File: config.mk
export PLATFORM = sky130hd
export DESIGN_NAME = alu_sequencer
export DESIGN_NICKNAME = d
export VERILOG_FILES = /design/src/rtl/alu_sequencer.sv
export SDC_FILE = /design/constraint.sdc
export NUM_CORES = 1
export LEC_CHECK = 0
export ABC_AREA = 1
export BUFFER_PORTS_ARGS = -buffer_cell sky130_fd_sc_hd__buf_2
export CAP_MARGIN = 20
export CORE_ASPECT_RATIO = 1.4
export CORE_MARGIN = 5
export CORE_UTILIZATION = 35
export CTS_BUF_LIST = sky130_fd_sc_hd__clkbuf_4
export DETAILED_ROUTE_END_ITERATION = 7
export SLEW_MARGIN = 0
export SYNTH_ARGS = -nofsm -noshare
export SYNTH_HDL_FRONTEND = slang
export SYNTH_SLANG_ARGS = --single-unit
File: constraint.sdc
create_clock -name clk -period 1.6 [get_ports clk]
set_clock_uncertainty 0.2 [all_clocks]
set_input_delay 0.08 -clock clk [delete_from_list [all_inputs] [get_ports clk]]
set_output_delay 0.08 -clock clk [all_outputs]
set_load 0.01 [all_outputs]
File: src/rtl/alu_sequencer.sv
// Multi-cycle ALU sequencer: one op at a time over valid/ready, registered 2*DATA_WIDTH result.
// Define ALU_SEQ_DIV_EN to build the sequential signed divider (op 6); otherwise op 6 is illegal.
module alu_sequencer #(
  parameter int DATA_WIDTH = 32
) (
  input  logic                    clk,
  input  logic                    rst_n,
  input  logic                    req_valid,
  output logic                    req_ready,
  input  logic [4:0]              req_op,
  input  logic [DATA_WIDTH-1:0]   req_a,
  input  logic [DATA_WIDTH-1:0]   req_b,
  output logic [DATA_WIDTH-1:0]   alu_a,
  output logic [DATA_WIDTH-1:0]   alu_b,
  output logic [4:0]              alu_op,
  input  logic [2*DATA_WIDTH-1:0] alu_result,
  output logic [DATA_WIDTH-1:0]   z_hi,
  output logic [DATA_WIDTH-1:0]   z_lo,
  output logic                    out_valid,
  input  logic                    out_ready,
  output logic                    illegal_op,
  output logic                    div_by_zero,
  output logic                    busy
);
  localparam int DW = DATA_WIDTH;
  localparam int CW = $clog2(DW);
  localparam logic [4:0] OP_MUL = 5'd5;

  typedef enum logic [2:0] {S_IDLE, S_EXEC, S_DIV, S_FIX, S_DONE} state_t;

  state_t          state;
  logic [4:0]      op_q;
  logic [DW-1:0]   a_q, b_q;

  assign alu_a     = a_q;
  assign alu_b     = b_q;
  assign alu_op    = op_q;
  assign req_ready = (state == S_IDLE);
  assign out_valid = (state == S_DONE);
  assign busy      = (state != S_IDLE);

`ifdef ALU_SEQ_DIV_EN
  localparam logic [4:0] OP_DIV = 5'd6;

  logic [DW-1:0] rem_q, quo_q, dvs_q, rem_sh;
  logic [CW-1:0] cnt_q;
  logic          dbz_q, take;

  function automatic logic [DW-1:0] mag(input logic [DW-1:0] v);
    return v[DW-1] ? -v : v;
  endfunction

  // rem < |b| <= 2^(DW-1), so the shifted partial remainder never overflows DW bits
  assign rem_sh      = {rem_q[DW-2:0], quo_q[DW-1]};
  assign take        = (rem_sh >= dvs_q);
  assign div_by_zero = dbz_q;
`else
  assign div_by_zero = 1'b0;
`endif

  always_ff @(posedge clk) begin
    if (!rst_n) begin
      state      <= S_IDLE;
      op_q       <= '0;
      a_q        <= '0;
      b_q        <= '0;
      z_hi       <= '0;
      z_lo       <= '0;
      illegal_op <= 1'b0;
`ifdef ALU_SEQ_DIV_EN
      dbz_q      <= 1'b0;
      rem_q      <= '0;
      quo_q      <= '0;
      dvs_q      <= '0;
      cnt_q      <= '0;
`endif
    end else begin
      case (state)
        S_IDLE: if (req_valid) begin
          op_q       <= req_op;
          a_q        <= req_a;
          b_q        <= req_b;
          illegal_op <= 1'b0;
`ifdef ALU_SEQ_DIV_EN
          dbz_q      <= 1'b0;
`endif
          if (req_op <= OP_MUL) begin
            state <= S_EXEC;
`ifdef ALU_SEQ_DIV_EN
          end else if (req_op == OP_DIV) begin
            rem_q <= '0;
            quo_q <= mag(req_a);
            dvs_q <= mag(req_b);
            cnt_q <= '0;
            state <= (req_b == '0) ? S_FIX : S_DIV;
`endif
          end else begin
            z_hi       <= '0;
            z_lo       <= '0;
            illegal_op <= 1'b1;
            state      <= S_DONE;
          end
        end
        S_EXEC: begin
          {z_hi, z_lo} <= alu_result;
          state        <= S_DONE;
        end
`ifdef ALU_SEQ_DIV_EN
        S_DIV: begin
          // quo_q shifts dividend bits out at the top and quotient bits in at the bottom
          rem_q <= take ? rem_sh - dvs_q : rem_sh;
          quo_q <= {quo_q[DW-2:0], take};
          cnt_q <= cnt_q + 1'b1;
          if (cnt_q == CW'(DW-1)) state <= S_FIX;
        end
        S_FIX: begin
          if (b_q == '0) begin
            z_lo  <= '1;
            z_hi  <= a_q;
            dbz_q <= 1'b1;
          end else begin
            z_lo <= (a_q[DW-1] ^ b_q[DW-1]) ? -quo_q : quo_q;
            z_hi <= a_q[DW-1] ? -rem_q : rem_q;
          end
          state <= S_DONE;
        end
`endif
        S_DONE: if (out_ready) state <= S_IDLE;
        default: state <= S_IDLE;
      endcase
    end
  end
endmodule

After elaboration in Yosys (flattened, before gate mapping)
Index checks and enable logic that the tools add are counted.
{ "totals": {"output_inout_bits": 138, "elab_cells": 28, "inputBits": 137, "reg_bits": 137} }
{ "classes": {"order_cmp": 1, "n_reduce_logical": 6, "eq_ne": 5, "muxes": 9} }
{ "op_table": {"columns": ["op", "n"], "rows": [
  ["32-bit case mux with 2 select lines", 2],
  ["32-bit two-way mux", 2],
  ["3-bit two-way mux", 3],
  ["3-bit case mux with 3 select lines", 1],
  ["5-bit by 3-bit less-or-equal comparator with 1-bit output (second input constant)", 1],
  ["2-bit inequality test (second input constant)", 2],
  ["2-bit AND reduction", 2],
  ["3-bit by 1-bit equality test with 1-bit output (second input constant)", 1],
  ["3-bit equality test (second input constant)", 1],
  ["3-bit zero test", 1],
  ["3-bit AND reduction", 1],
  ["3-bit nonzero test", 1],
  ["2-bit by 1-bit inequality test with 1-bit output (second input constant)", 1],
  ["2-bit nonzero test", 1],
  ["1-bit two-way mux", 1]
]} }

Depth between registers and ports, before layout
{ "logic_depth": {"depth_word": 4, "depth_mapped": 8, "mapped_depth_nobuf": 6} }

Worst setup path before layout
No wires, ideal clock.
{ "synth_timing": {"path_kind": "register to register", "start": "register state[2]", "end": "register z_hi[0]", "arrival_ns": 1.080, "period_less_slack_ns": 1.394, "path_stages_with_launch": 7, "setup_slack_ns": 0.206, "n_path_buf": 1, "setup_time_ns": 0.114, "t_required_ns": 1.286, "path_cell_list": "dfxtp_1 nor2_1 nand2_1 nand2_4 buf_6 nor2_1 nor2_2"} }
{ "synth_between": {"elab_chain_len": 3, "word_cells_on_any_way": 7, "classes_between": "eq/ne: 3; mux: 1; reduce/logical: 3"} }
{ "synth_rtl": {"columns": ["element", "line", "source"], "rows": [
  ["start, declared", "31", "state_t state;"],
  ["start signal, assigned", "63", "state <= S_IDLE;"],
  ["start signal, assigned", "88", "state <= S_EXEC;"],
  ["start signal, assigned", "101", "state <= S_DONE;"],
  ["3-bit zero test or 3-bit by 1-bit equality test with 1-bit output (tied branches)", "78", "case (state)"],
  ["2-bit inequality test (no line) or 2-bit nonzero test (tied branches)", null, null],
  ["3-bit AND reduction (no line)", null, null],
  ["end signal, assigned", "105", "{z_hi, z_lo} <= alu_result;"],
  ["end, declared", "17", "output logic [DATA_WIDTH-1:0] z_hi,"]
]} }
Several ways; a longest one is shown, not always the timed one.
A chain may end at the register's enable or synchronous reset.

Worst setup path in the final report
{ "layout_timing": {"start": "register state[2]", "end": "register z_hi[23]"} }
The elaborated chain is that of the path after synthesis.

==> flow_summary.toml <==
[global_route]
antenna_found_initial = 1
grt_overflow = 0
grt_pass1_wl_um = 30200
grt_usage_pct = 20.4
grt_pass1_vias = 6202
grt_max_degree = 45

[logic_synthesis]
synth_top_area_share_pct = 49.0
synth_top_area_cell = "dfxtp_1"
yosysWarningCount = 0
synthesis.nets = 882
ys_ff_latch = 136
yosys-top-cells-area = "dfxtp_1 (49%), nor2_1 (17%), nand2_1 (7.6%), o21ai_0 (6.3%), nand3_1 (5.8%)"
synth_cell_types = 23
synthCells = 745
postSynthAreaPerCell_um2 = 7.46
yosysSeqAreaShare_pct = 49.0
syn-cell-area_um2 = 5560

[pwr]
leakage_nw = 4.32
power_mw = 8.22
seq_power_share_pct = 46.6
power.density_nw_per_um2 = 930
p_switching_mw = 2.52
vdd_ir_drop_max_mv = 0.660
p_comb_share_pct = 23.7
pwr-share-clk_pct = 29.7
swShare_pct = 30.6
p_int_mw = 5.70

[routing]
dr.pass1.iters = 4
routed.top_layer = "met4"
drcViolationCount = 0
ant_nets = 0
first_iter_violations = 396
routed_wl_um = 19600
vias = 6218
viasPerCell = 4.60
dr_wl_met2_um = 9690
met3WireLength_um = 1650
routedLengthMet1_um = 7420
post_drt_wl_per_cell_um = 14.5

[timing]
setup_tns_ns = 0
final-setup-viol-count = 0
hold_viol_final = 0
fin_ws_ns = 0.0443
slew_violations = 0
max_freq_mhz = 643
rsz0062_at_grt = "yes"
fin_crit_ns = 1.56
finalCritPeriodShare_pct = 97.2

[clock_network]
path_clk_slew_ns = 0.14
cts_buffer_depth = 2
h-tree-depth = 4
cts_tree = "built"
cts_root_buf = "clkbuf_4"
cts_sinks = 136
insertion_delay_ns = 0.52
numCtsBuffers = 17

[worst_setup_path]
start_kind = "flip-flop"
r2r-end = "z_hi[23]"
worstSetupEndpointType = "flip-flop"
critPathMaxFanout = 21
critPathKind = "flip-flop to flip-flop"
r2r_setup_slack_ns = 0.04
r2r-start = "state[2]"
arrival_ns = 1.82
reg2reg_depth = 8
crit_required_ns = 1.86

[placed_design]
dp.cells = 1179
dp_slack_ns = 0.0947
post_dp_cell_area_um2 = 7050
post-dp-hpwl_um = 12400
gp_congestion = 0.782
portBuffers = 273

[floorplan]
ios = 275
fp.dieArea_um2 = 18500
rows = 54
chipHeight_um = 159
initial_utilization_pct = 35.6
die_w_um = 116
coreArea_um2 = 15600

[hold_path]
min_path_type = "input port to flip-flop"
hold_end = "alu_b[17]"
hp-start = "req_b[17]"
hold_depth = 4

[final_layout]
layout.cells.non_filler = 1353
area_growth_pct = 59.2
drive_gt1_share_pct = 33.1
nets = 1280
final_area_um2 = 8850

[job]
maxCapViolCount = 0

[run_status]
status = "finished clean"
==> registers in the layout, summed over array words and instances (netlist names) <==
name / flops
z_lo: 32
alu_op: 5
z_hi: 32
alu_b: 32
illegal_op: 1
state: 2
alu_a: 32
==> timing repair <==
action | 4_1_cts | 5_1_grt
pin swaps | 1 | 2
endpoints found under the setup margin | 3 | 31
buffers inserted | 1 | 2
gates resized for setup | 4 | 7
hold buffers | 136 | 0
cloned | 0 | 3
hold endpoints to repair | 136 | 0
==> cell usage in the layout, fill, tap and decap left out, drive strengths merged, types with 2 or more instances in the layout <==
master       instances
buf                295
bufinv               3
clkbuf              20
clkinv               9
clkinvlp             2
dfxtp              136
dlygate4sd3        136
inv                  9
nand2              134
nand3               65
nor2               273
o21ai               70
==> Yosys cell counts <==
cell type / instances
clkbuf_1: 8
nand2_1: 112
inv_2: 2
nand3_2: 1
buf_12: 3
inv_1: 6
buf_4: 1
dfxtp_1: 136
nand2_2: 20
buf_2: 25
conb_1: 1
clkbuf_2: 1
buf_6: 13
nor2_2: 20
nor3_1: 1
o21ai_0: 70
a21oi_4: 1
buf_8: 4
a31oi_1: 1
nor2_4: 2
nor2_1: 251
nand3_1: 64
nand2_4: 2
==> worst max-delay path by stage <==
stage / startpoint / endpoint / slack (ns)
after floorplan: state[2] / z_hi[0] / 0.21
after global placement: state[2] / alu_a[24] / 0.11
after detailed placement: state[2] / alu_b[22] / 0.09
after CTS: state[0] / busy / -0.03
after global routing: state[2] / req_ready / -0.06
final: state[2] / z_hi[23] / 0.04
==> metrics by stage <==
| step | hold slack [ns] | util (%) |
|---|---|---|
| 2_1_floorplan | 0.0432 | - |
| 4_1_cts | 0.0392 | 55.9 |
| 3_5_place_dp | 0.135 | 45.2 |
| 6_report | 0.136 | 56.7 |
| 5_1_grt | 0.0775 | 56.7 |
| 3_3_place_gp | 0.127 | 45.2 |
==> per-layer routing <==
layer  up-vias  track usage [%]
met5         -                0
met4         0             9.76
met1      2763             21.8
met2       255             34.8
li1       3137                -
met3        63             7.68
==> worst max-delay path, stage by stage (launching register included) <==
cell and delay (ns):
dfxtp_4 0.38, buf_4 0.16, nor2_4 0.12, buf_4 0.15, clkbuf_16 0.20, nand2_1 0.07, nand3_1 0.08, nand2_1 0.05
nor2_1 0.07
==> logic make-up after synthesis <==
group | share of synthesized area [%]
AO/OA/AOI/OAI | 6.71
buffers and inverters | 8.35
flip-flops | 49.0
other | 0.0675
AND/OR/NAND/NOR | 35.9
==> area by class of cell <==
class / instances / area (µm²)
clock inverter: 15 / 176
fill: 1421 / 6760
inverter: 8 / 31.3
clock buffer: 17 / 128
multi-input combinational: 546 / 2380
antenna: 1 / 2.50
tap: 196 / 245
timing repair buffer: 434 / 3160
sequential: 136 / 2730
==> power by group through the flow <==
stage	sequential [mW]	combinational, mW	clock, mW
final	3.83	1.95	2.44
after global placement	3.91	1.63	0
after floorplan	4.05	0.798	0
after global routing	3.87	2.17	2.67
after CTS	3.83	1.90	2.55
after detailed placement	3.91	1.64	0
Power figures use the tool's default switching activity.
